File: config.mk
export PLATFORM = sky130hd
export DESIGN_NAME = inst_loader
export DESIGN_NICKNAME = d
export VERILOG_FILES = /design/src/rtl/inst_loader.sv
export SDC_FILE = /design/constraint.sdc
export NUM_CORES = 1
export LEC_CHECK = 0
export ABC_AREA = 1
export CAP_MARGIN = 20
export CORE_MARGIN = 2
export CORE_UTILIZATION = 40
export CTS_BUF_LIST = sky130_fd_sc_hd__clkbuf_16
export DETAILED_ROUTE_END_ITERATION = 10
export GPL_TIMING_DRIVEN = 1
export HOLD_SLACK_MARGIN = 0.08
export SLEW_MARGIN = 0
export SYNTH_ARGS = -nofsm -noshare
export SYNTH_HDL_FRONTEND = slang
export SYNTH_SLANG_ARGS = --single-unit
export TNS_END_PERCENT = 20
File: constraint.sdc
create_clock -name clk -period 5.96 [get_ports clk]
set_clock_uncertainty 0.05 [all_clocks]
set_input_delay 0.894 -clock clk [delete_from_list [all_inputs] [get_ports clk]]
set_output_delay 0.894 -clock clk [all_outputs]
set_load 0.01 [all_outputs]
File: src/rtl/inst_loader.sv
// inst_loader: stages a host program, bursts it to a PE instruction port,
// then watches the PE's replay-valid for completion or timeout.
module inst_loader #(
  parameter int unsigned INST_WIDTH    = 16,
  parameter int unsigned IM_ADDR_WIDTH = 4,
  parameter int unsigned GAP           = 2,
  parameter int unsigned TIMEOUT       = 1024
) (
  input  logic                       clk,
  input  logic                       rst,
  input  logic                       prog_we,
  input  logic [IM_ADDR_WIDTH-1:0]   prog_addr,
  input  logic [INST_WIDTH-1:0]      prog_data,
  input  logic                       start,
  input  logic [IM_ADDR_WIDTH:0]     num_inst,
  input  logic                       exec_v,
  output logic                       inst_v,
  output logic [INST_WIDTH-1:0]      inst_out,
  output logic                       busy,
  output logic                       done,
  output logic                       err,
  output logic [IM_ADDR_WIDTH+1:0]   exec_cnt
);

  localparam int unsigned DEPTH = 1 << IM_ADDR_WIDTH;
  localparam int unsigned LEN_W = IM_ADDR_WIDTH + 1;
  localparam int unsigned CNT_W = IM_ADDR_WIDTH + 2;
  localparam int unsigned TO_W  = $clog2(TIMEOUT + 2);
  localparam int unsigned GAP_W = $clog2(GAP + 2);

  typedef enum logic [1:0] {
    S_IDLE = 2'd0,
    S_SEND = 2'd1,
    S_WAIT = 2'd2,
    S_GAP  = 2'd3
  } state_t;

  state_t state_q, state_d;

  logic [INST_WIDTH-1:0] mem [DEPTH];

  logic [LEN_W-1:0] len_q;
  logic [LEN_W-1:0] idx_q;
  logic [TO_W-1:0]  to_q;
  logic [GAP_W-1:0] gap_q;
  logic             seen_q;
  logic [CNT_W-1:0] cnt_q;

  logic             len_ok_c;
  logic             last_c;
  logic             fall_c;
  logic             expire_c;
  logic             gap_last_c;
  logic [CNT_W-1:0] cnt_inc_c;

  logic             rd_en_c;
  logic             done_d;
  logic             err_d;
  logic             busy_d;

  // Shared decode terms used by next-state, outputs and datapath
  always_comb begin
    len_ok_c   = (num_inst != '0) && (num_inst <= LEN_W'(DEPTH));
    last_c     = (idx_q == (len_q - LEN_W'(1)));
    fall_c     = seen_q && !exec_v;
    expire_c   = !seen_q && !exec_v && (to_q == TO_W'(TIMEOUT - 1));
    gap_last_c = (gap_q == GAP_W'(GAP - 1));
    cnt_inc_c  = (cnt_q == '1) ? cnt_q : (cnt_q + CNT_W'(1));
  end

  // State register
  always_ff @(posedge clk) begin
    if (rst) state_q <= S_IDLE;
    else     state_q <= state_d;
  end

  // Next-state logic; falling edge of exec_v is only armed once it was seen in WAIT
  always_comb begin
    state_d = state_q;
    case (state_q)
      S_IDLE: if (start && len_ok_c) state_d = S_SEND;
      S_SEND: if (last_c) state_d = S_WAIT;
      S_WAIT: begin
        if (fall_c)        state_d = (GAP == 0) ? S_IDLE : S_GAP;
        else if (expire_c) state_d = S_IDLE;
      end
      S_GAP:  if (gap_last_c) state_d = S_IDLE;
      default: state_d = S_IDLE;
    endcase
  end

  // Output decode: next values of the registered status outputs
  always_comb begin
    rd_en_c = (state_q == S_SEND);
    done_d  = 1'b0;
    err_d   = 1'b0;
    case (state_q)
      S_IDLE: err_d  = start && !len_ok_c;
      S_WAIT: begin
        done_d = fall_c && (GAP == 0);
        err_d  = expire_c;
      end
      S_GAP:  done_d = gap_last_c;
      default: ;
    endcase
    busy_d = (state_d != S_IDLE);
  end

  // Staging buffer write port, open only while idle
  always_ff @(posedge clk) begin
    if (prog_we && (state_q == S_IDLE)) mem[prog_addr] <= prog_data;
  end

  // Run datapath: burst index, timeout, gap and saturating exec counters
  always_ff @(posedge clk) begin
    if (rst) begin
      len_q  <= '0;
      idx_q  <= '0;
      to_q   <= '0;
      gap_q  <= '0;
      seen_q <= 1'b0;
      cnt_q  <= '0;
    end else begin
      case (state_q)
        S_IDLE: begin
          if (start && len_ok_c) begin
            len_q  <= num_inst;
            idx_q  <= '0;
            to_q   <= '0;
            gap_q  <= '0;
            seen_q <= 1'b0;
            cnt_q  <= '0;
          end
        end
        S_SEND: begin
          idx_q <= idx_q + LEN_W'(1);
          if (exec_v) cnt_q <= cnt_inc_c;
        end
        S_WAIT: begin
          if (!seen_q) to_q <= to_q + TO_W'(1);
          if (exec_v) begin
            seen_q <= 1'b1;
            cnt_q  <= cnt_inc_c;
          end
        end
        S_GAP: gap_q <= gap_q + GAP_W'(1);
        default: ;
      endcase
    end
  end

  // Registered outputs; inst_out doubles as the buffer's read register and holds between bursts
  always_ff @(posedge clk) begin
    if (rst) begin
      inst_v   <= 1'b0;
      inst_out <= '0;
      busy     <= 1'b0;
      done     <= 1'b0;
      err      <= 1'b0;
      exec_cnt <= '0;
    end else begin
      inst_v <= rd_en_c;
      if (rd_en_c) inst_out <= mem[idx_q[IM_ADDR_WIDTH-1:0]];
      busy <= busy_d;
      done <= done_d;
      err  <= err_d;
      if (done_d) exec_cnt <= cnt_q;
    end
  end

endmodule

==> impl_metrics.tcl <==
set metrics [dict create \
    critPathMaxFanout 9 \
    power_frac_seq_pct 50.6 \
    htree_levels 2 \
    syn_inst 1109 \
    path_clk_slew_ps 60 \
    post-cts-setup-buffers 0 \
    antenna_found_initial 1 \
    hold_viol_final 0 \
    crit_type "register to register" \
    drt_wl_total_mm 31.69 \
    clock_sinks 314 \
    syn-cell-area_sq_um 12670 \
    synth_cell_types 37 \
    reg2reg_depth 7 \
    numCtsBuffers 34 \
    p_per_area_nw_per_um2 333.1 \
    gp_congestion 0.8644 \
    period_share_pct 49.64 \
    ys_warn_count 0 \
    power_leakage_nw 5.003 \
    grt_overflow 0 \
    final_cells 1586 \
    antenna_cells 0 \
    syn_to_final_growth_pct 16.05 \
    startpoint_type "register" \
    dieArea_sq_um 33120 \
    fin_ws_ps 3001 \
    end_kind "register" \
    combPwrFrac_pct 9.3 \
    cp.arrival_ps 3120 \
    worstSkewPairLatency_ps 520 \
    pre_cts_ws_ps 2592 \
    slew_violations 0 \
    outcome "completed" \
    swShare_pct 24.52 \
    rsz0062_at_grt "no" \
    initial_core_util_pct 40.37 \
    row_count 65 \
    min_period_ps 2959 \
    cpLargestDelayFamily "simple AND/OR/NAND/NOR gates" \
    ant_nets 0 \
    die_x_um 182 \
    drt_iter0_markers 780 \
    crit_buf_inv 3 \
    cts_root_buf "clkbuf_16" \
    slowest_stage "nor2_1" \
    cellInternalPower_w 0.003697 \
    ir_drop_uv 176.8 \
    chipHeight_um 182 \
    cts_resized 0 \
    wire_per_inst_um 19.98 \
    synth_nets 1148 \
    post-place-cells 1524 \
    postCtsHoldBufs 0 \
    postSynthAreaPerCell_sq_um 11.43 \
    timing.fmax_mhz 338.0 \
    grt_max_degree 81 \
    ys_seq_area_share_pct 69.82 \
    cts_tree "yes" \
    hold_ws_ps 432.0 \
    drc_errors 0 \
    clockBufferDepth 3 \
    power.share.clock_pct 40.1 \
    ys_seq_elements 314 \
    finalSetupTns_ps 0 \
    drt_pass1_iterations 5 \
    grt_pass1_wl_mm 48.89 \
    final_nets 1198 \
    worst_pin_slew_ps 1075 \
    via_per_inst 5.438 \
    cp.required_ps 6130 \
    dp_hpwl_mm 18.55 \
    io_buffers 55 \
    drive_gt1_share_pct 7.010 \
    final_common_cell "edfxtp_1" \
    grt_pass1_vias 8282 \
    switching_power_w 0.001201 \
    grt_usage_pct 19.18 \
    hold_class "register to register" \
    cp_num_cells 7 \
    crit_path_max_incr_delay_ps 740 \
    setup_violations 0 \
    layout_common_cells "edfxtp_1, nor2_1, o21ai_0" \
    vias 8625 \
    pin_count 56 \
    maxCapViolations 0 \
    cp_cell_sequence "inv_1 -> ha_1 -> nand2_1 -> inv_1 -> nand2_1 -> nor2_1 -> buf_4" \
    hold_depth 2 \
    design.core.area_sq_um 31390 \
    max_slew_margin_pct 27.92 \
]
-- flip-flops by register name, summed over array words and instances (netlist names) --
| signal | cells |
|---|---|
| mem | 256 |
| inst_out | 16 |
| to_q | 11 |
| cnt_q | 6 |
| exec_cnt | 6 |
| idx_q | 5 |
| len_q | 5 |
| gap_q | 2 |
| state_q | 2 |
| busy | 1 |
| done | 1 |
| err | 1 |
| inst_v | 1 |
| seen_q | 1 |
-- metal layers --
metal | global-route usage (%) | wire (um) | vias up
met5 | 0 | 7 | -
met3 | 3.109 | 1872 | 57
met1 | 26.58 | 14170 | 4225
li1 | - | - | 4082
met4 | 6.032 | 710 | 2
met2 | 31.07 | 14930 | 259
-- worst min-delay path, stage by stage, from the launching register on --
cell	delay (ps)
dfxtp_1	320
nor2_1	50
nor2_1	80
-- power by group through the flow --
stage                     logic (W)  clock network (W)  registers, W
final                      0.000457            0.00196       0.00248
after global routing       0.000506            0.00209       0.00248
after CTS                  0.000458            0.00201       0.00248
after detailed placement   0.000455                  0       0.00252
after global placement     0.000451                  0       0.00252
after floorplan            0.000264                  0       0.00251
-- cell type report --
cell class,instances,area (sq um)
Fill cell,2824,16680
Sequential cell,314,8853
Multi-Input combinational cell,684,3378
Clock buffer,35,875.8
Timing Repair Buffer,75,748.2
Tap cell,402,503.0
Inverter,50,190.2
Clock inverter,26,158.9
-- path summary, 6_finish.rpt --
kind	from	end	slack, ps
max	state_q[1]	mem[10][9]	3000
min	exec_cnt[3]	exec_cnt[3]	430
max reg2reg	state_q[1]	mem[10][9]	3000
min reg2reg	exec_cnt[3]	exec_cnt[3]	430
-- through the flow --
step	instance area [sq um]	total power, W	utilization [%]
finish	14710	0.004899	46.85
detailed placement	13650	0.002977	43.47
global route	14710	0.005079	46.85
floorplan	12670	0.002774	-
global placement	13600	0.002972	43.33
CTS	14680	0.004946	46.76
-- cell usage after synthesis --
cell / instances / area (sq um)
clkbuf_1: 34 / 127.6
nand2_2: 2 / 12.51
nor2_2: 1 / 6.260
clkinv_1: 2 / 7.510
o31ai_1: 2 / 15.01
xnor2_1: 2 / 17.52
a21boi_0: 2 / 15.01
o32ai_1: 1 / 8.760
nor3_2: 1 / 10.01
and3_1: 1 / 6.260
o21ai_0: 151 / 755.7
inv_4: 1 / 6.260
o22ai_1: 38 / 237.7
clkbuf_2: 1 / 5.000
o221ai_1: 26 / 227.7
nand3_1: 32 / 160.2
dfxtp_1: 58 / 1161
a21oi_1: 57 / 285.3
nor2_1: 183 / 686.9
edfxtp_1: 256 / 7687
buf_6: 3 / 33.78
o211ai_1: 6 / 45.04
a211oi_1: 1 / 7.510
nor3_1: 10 / 50.05
o21ai_1: 14 / 70.07
o211a_1: 1 / 10.01
inv_1: 47 / 176.4
buf_4: 5 / 37.54
nand4_1: 2 / 12.51
o21ai_2: 1 / 8.760
ha_1: 9 / 112.6
nand3b_1: 1 / 7.510
nand2_1: 130 / 488.0
xor2_1: 9 / 78.83
o21a_1: 1 / 7.510
buf_1: 2 / 7.510
buf_2: 16 / 80.08
-- logic make-up (layout without fill, tap and decap cells) --
| kind of cell | count (synthesis) | after routing | synth area share (%) |
|---|---|---|---|
| compound gates | 301 | 301 | 13.37 |
| buf+inv | 111 | 186 | 3.801 |
| simple gates | 363 | 363 | 11.36 |
| fa+ha+maj | 9 | 9 | 0.8886 |
| flops | 314 | 314 | 69.82 |
| xor+xnor | 11 | 11 | 0.7603 |
Power figures use the tool's default switching activity.
